**config.mk**
```make
export PLATFORM = sky130hd
export DESIGN_NAME = mux_n_skid
export DESIGN_NICKNAME = d
export VERILOG_FILES = /design/src/rtl/mux_pkg.sv /design/src/rtl/skid_buf.sv /design/src/rtl/mux_n_skid.sv
export SDC_FILE = /design/constraint.sdc
export NUM_CORES = 1
export LEC_CHECK = 0
export BUFFER_PORTS_ARGS = -buffer_cell sky130_fd_sc_hd__buf_2
export CORE_MARGIN = 2
export CORE_UTILIZATION = 45
export CTS_BUF_LIST = sky130_fd_sc_hd__clkbuf_8 sky130_fd_sc_hd__clkbuf_16
export DETAILED_ROUTE_END_ITERATION = 12
export GPL_ROUTABILITY_DRIVEN = 0
export HOLD_SLACK_MARGIN = 0.1
export PLACE_DENSITY = 0.82
export SYNTH_ARGS = -nofsm -noshare
export SYNTH_HDL_FRONTEND = slang
export SYNTH_SLANG_ARGS = --single-unit
```
**constraint.sdc**
```tcl
create_clock -name clk -period 1.6 [get_ports clk]
set_input_delay 0.32 -clock clk [delete_from_list [all_inputs] [get_ports clk]]
set_output_delay 0.32 -clock clk [all_outputs]
set_load 0.05 [all_outputs]
```
**src/rtl/mux_pkg.sv**
```systemverilog
// Shared definitions for the N:1 select + skid output stage.
package mux_pkg;

  localparam int unsigned MinNumIn = 2;
  localparam int unsigned DefWidth = 5;
  localparam int unsigned DefNumIn = 4;

  // Constant-evaluable ceil(log2(n)); 0 for n <= 1.
  function automatic int unsigned clog2(input int unsigned n);
    int unsigned r;
    int unsigned v;
    r = 0;
    v = (n > 1) ? n - 1 : 0;
    while (v > 0) begin
      r++;
      v = v >> 1;
    end
    return r;
  endfunction

  localparam int unsigned DefSelW = clog2(DefNumIn);

  // Entry layout for the default 4:1 x 5-bit configuration; mux_n_skid mirrors it at its widths.
  typedef struct packed {
    logic [DefWidth-1:0] data;
    logic [DefSelW-1:0]  sel;
    logic                err;
  } entry_t;

  function automatic int unsigned entry_w(input int unsigned width, input int unsigned sel_w);
    return width + sel_w + 1;
  endfunction

endpackage

```
**src/rtl/skid_buf.sv**
```systemverilog
// Generic 2-entry valid/ready stage: main register M drives the outputs, skid register S
// absorbs one extra beat so in_ready comes straight from a flop.
module skid_buf #(
  parameter int unsigned ENTRY_W = 8
) (
  input  logic               clk,
  input  logic               rst_n,
  input  logic [ENTRY_W-1:0] in_data,
  input  logic               in_valid,
  output logic               in_ready,
  input  logic               flush,
  output logic [ENTRY_W-1:0] out_data,
  output logic               out_valid,
  input  logic               out_ready
);

  logic [ENTRY_W-1:0] m_q, m_d, s_q, s_d;
  logic               m_valid_q, m_valid_d, s_valid_q, s_valid_d;
  logic               acc, pop;

  assign in_ready  = ~s_valid_q;
  assign out_data  = m_q;
  assign out_valid = m_valid_q;

  assign acc = in_valid & in_ready;
  assign pop = m_valid_q & out_ready;

  always_comb begin
    m_d       = m_q;
    m_valid_d = m_valid_q;
    s_d       = s_q;
    s_valid_d = s_valid_q;
    if (flush) begin
      // Data in M is left untouched so out_data keeps its last value.
      m_valid_d = 1'b0;
      s_valid_d = 1'b0;
    end else if (!m_valid_q || pop) begin
      if (s_valid_q) begin
        m_d       = s_q;
        m_valid_d = 1'b1;
        s_valid_d = 1'b0;
        if (acc) begin
          s_d       = in_data;
          s_valid_d = 1'b1;
        end
      end else if (acc) begin
        m_d       = in_data;
        m_valid_d = 1'b1;
      end else begin
        m_valid_d = 1'b0;
      end
    end else if (acc) begin
      s_d       = in_data;
      s_valid_d = 1'b1;
    end
  end

  always_ff @(posedge clk or negedge rst_n) begin
    if (!rst_n) begin
      m_q       <= '0;
      m_valid_q <= 1'b0;
      s_q       <= '0;
      s_valid_q <= 1'b0;
    end else begin
      m_q       <= m_d;
      m_valid_q <= m_valid_d;
      s_q       <= s_d;
      s_valid_q <= s_valid_d;
    end
  end

  a_skid_implies_main: assert property (@(posedge clk) disable iff (!rst_n)
    s_valid_q |-> m_valid_q);

  a_stall_stable: assert property (@(posedge clk) disable iff (!rst_n)
    (m_valid_q && !out_ready && !flush) |=> (m_valid_q && $stable(m_q)));

endmodule

```
**src/rtl/mux_n_skid.sv**
```systemverilog
// N-input, WIDTH-bit selector feeding a registered 2-entry skid output stage.
module mux_n_skid
  import mux_pkg::*;
#(
  parameter  int unsigned WIDTH  = DefWidth,
  parameter  int unsigned NUM_IN = DefNumIn,
  localparam int unsigned SEL_W  = clog2(NUM_IN)
) (
  input  logic                    clk,
  input  logic                    rst_n,
  input  logic [NUM_IN*WIDTH-1:0] in_bus,
  input  logic [SEL_W-1:0]        sel,
  input  logic                    in_valid,
  output logic                    in_ready,
  input  logic                    flush,
  output logic [WIDTH-1:0]        out_data,
  output logic [SEL_W-1:0]        out_sel,
  output logic                    sel_err,
  output logic                    out_valid,
  input  logic                    out_ready
);

  localparam int unsigned EntryW = entry_w(WIDTH, SEL_W);

  if (NUM_IN < MinNumIn) begin : g_num_in_check
    $error("mux_n_skid: NUM_IN must be at least 2");
  end

  typedef struct packed {
    logic [WIDTH-1:0] data;
    logic [SEL_W-1:0] sel;
    logic             err;
  } entry_n_t;

  logic [WIDTH-1:0] sel_data;
  logic             sel_bad;
  entry_n_t         in_entry, out_entry;

  // Out-of-range selects match no input, so data falls through as zero.
  always_comb begin
    sel_data = '0;
    for (int k = 0; k < NUM_IN; k++) begin
      if (sel == SEL_W'(k)) sel_data = in_bus[k*WIDTH +: WIDTH];
    end
  end

  if ((32'd1 << SEL_W) == NUM_IN) begin : g_pow2
    assign sel_bad = 1'b0;
  end else begin : g_npow2
    assign sel_bad = ({1'b0, sel} >= (SEL_W+1)'(NUM_IN));
  end

  always_comb begin
    in_entry      = '0;
    in_entry.data = sel_data;
    in_entry.sel  = sel;
    in_entry.err  = sel_bad;
  end

  skid_buf #(
    .ENTRY_W (EntryW)
  ) u_skid (
    .clk       (clk),
    .rst_n     (rst_n),
    .in_data   (in_entry),
    .in_valid  (in_valid),
    .in_ready  (in_ready),
    .flush     (flush),
    .out_data  (out_entry),
    .out_valid (out_valid),
    .out_ready (out_ready)
  );

  assign out_data = out_entry.data;
  assign out_sel  = out_entry.sel;
  assign sel_err  = out_entry.err;

endmodule

```
==> results.cfg <==
[status]
status = finished, final reports clean

[worst_setup_path]
end_kind = output pin
cpPeakStageDelay_ns = 0.43
rr_startpoint = u_skid.s_valid_q
reg2reg_slack_ns = 0.24
cpMaxStageDelayCell = dfrtp_1
worstPathRequired_ns = 1.28
start_kind = flip-flop
worstPathArrival_ns = 1.20
crit_start = u_skid.s_valid_q
path_cells = buf_4, inv_1, buf_2
crit_type = flip-flop to output pin
worst-path-stages = 3
path_buf_inv = 3
worstSetupEndpoint = in_ready
cp_top_family = buffers and inverters
worstReg2RegEnd = u_skid.s_q[4]
cp_max_fo = 9
reg2regPathDepth = 3

[synth]
synth_nets = 93
synth_area_sq_um = 841
synth-seq-cells = 16
synth_top_cell_by_area = dfrtp_1
synth_top_area_share_pct = 47.6
synthCells = 66
ys_types = 18
syn_area_per_cell_sq_um = 12.7
yosysWarnings = 0
seq_area_frac_synth_pct = 47.6
yosys-top-cells-area = dfrtp_1, mux2_2, mux4_2

[floorplanning]
die_area_sq_um = 2230
die_w_um = 47.2
ioPinCount = 37
rows = 15
core_area_sq_um = 1750
chipHeight_um = 47.2
initial_core_util_pct = 48.2

[detailed_routing]
drt_wl_total_mm = 1.69
first_pass_iters = 4
route.vias.total = 664
drt-initial-drc-count = 12
wl_per_cell_um = 13.0
drtAntennaViolNets = 0
routed_via_density = 5.11
drcViolationCount = 0

[run]
cap_violations = 0

[pwr]
internal_power_mw = 0.852
leakagePower_nw = 0.516
switchingPower_mw = 0.399
clkPwrFrac_pct = 28.0
sw_frac_of_total_pct = 31.9
peakVddDrop_mv = 0.579
combPwrFrac_pct = 29.3
seqPwrFrac_pct = 42.7
power_density_nw_per_um2 = 1130

[timing]
grt_setup_unrepaired = false
skew_ns = 0.00140
post-route-min-period_ns = 1.52
post-route-period-util_pct = 95.3
setup_viol = 0
fin_tns_setup_ns = 0
max_freq_mhz = 656
hold_viol = 0
drv_slew = 0

[hold_path]
hp-class = primary input to flip-flop

[global_route]
grt_max_degree = 17
antenna_found_initial = 0
track_usage_pct = 19.6
grt_pass1_vias = 669
grt_pass1_wl_mm = 2.87
overflow = 0

[clock_network]
cts-htree-levels = 1
cts.path.max_buffers = 2
root_buffer = clkbuf_8
cts_setup_buffers = 0
cts_buffers = 3
cts_resized = 0
clkSlewWorstSetupHoldPaths_ns = 0.06
clock_sinks = 16
worstSkewPairLatency_ns = 0.25
cts_hold_buf = 1
cts_tree = yes

[placed_design]
port_buffers = 35
dpl.cell_count = 125
hpwlAfterDp_mm = 1.34

[finish]
drive_gt1_share_pct = 61.0
nets = 133
layout_common_cells = buf_2, dfrtp_1, mux2_2
area_delta_synth_final_pct = 32.0
stdcell_count = 130
num_antenna_cells = 0
final_common_cell = buf_2
nFillCells = 154
Yosys cell counts:
cell type	number
dfrtp_1	16
mux2_2	11
nand2_1	10
a21oi_1	6
a31oi_1	5
mux4_2	5
buf_2	2
and2_2	1
buf_4	1
buf_6	1
clkbuf_2	1
conb_1	1
inv_1	1
nand2b_4	1
nor2_1	1
nor3_1	1
nor4b_4	1
o21ba_2	1
flip-flops by register name (all words and copies together), names as in the netlist:
signal,cells
u_skid.s_q,7
u_skid.s_valid_q,1
u_skid.out_valid,1
u_skid.out_data,7
cells by family (layout without fill, tap and decap cells):
logic type	Yosys count	count (layout)	share of synthesized area, %
other cells	1	1	0.446
buf+inv	6	45	4.46
compound gates	12	12	8.48
mux	16	16	28.1
flops	16	16	47.6
simple gates	15	15	10.9
power groups by stage:
stage	logic [mW]	registers (mW)	clock network (mW)
6_report	0.366	0.535	0.350
2_1_floorplan	0.144	0.658	0
3_3_place_gp	0.358	0.538	0
5_1_grt	0.393	0.547	0.381
4_1_cts	0.370	0.535	0.363
3_5_place_dp	0.368	0.543	0
layout make-up:
type                       count  area [sq um]  area share (%)
inverter                       1          3.75           0.338
multi-input combinational     44           403            36.3
sequential                    16           402            36.2
tap                           25          31.3            2.82
timing repair buffer          40           215            19.4
clock buffer                   4          55.1            4.96
per-layer routing:
| metal | up-vias | track usage, % | share of wire [%] |
|---|---|---|---|
| li1 | 314 | - | - |
| met1 | 315 | 24.0 | 42 |
| met4 | 0 | 11.7 | 2.5 |
| met2 | 31 | 32.2 | 49 |
| met5 | - | 0 | 0 |
| met3 | 4 | 3.46 | 6.4 |
per-stage QoR:
step	instance area [sq um]	utilization [%]	setup WS, ns	power (mW)	hold WS [ns]
2_1_floorplan	842	-	0.00519	0.802	0.0244
3_3_place_gp	1040	59.9	0.143	0.896	0.247
3_5_place_dp	1040	59.9	0.106	0.911	0.254
4_1_cts	1110	63.6	0.0751	1.27	0.302
5_1_grt	1110	63.6	0.0200	1.32	0.317
6_report	1110	63.6	0.0759	1.25	0.311
how the worst min path moves through the flow:
stage | start | endpoint | depth (start not counted)
2_1_floorplan | rst_n | u_skid.out_data[1] | 0
3_3_place_gp | rst_n | u_skid.out_data[5] | 1
3_5_place_dp | rst_n | u_skid.out_data[7] | 1
4_1_cts | flush | u_skid.out_valid | 2
5_1_grt | flush | u_skid.out_valid | 2
6_report | flush | u_skid.out_valid | 2
Note: power is estimated with default switching activity, not from simulation.
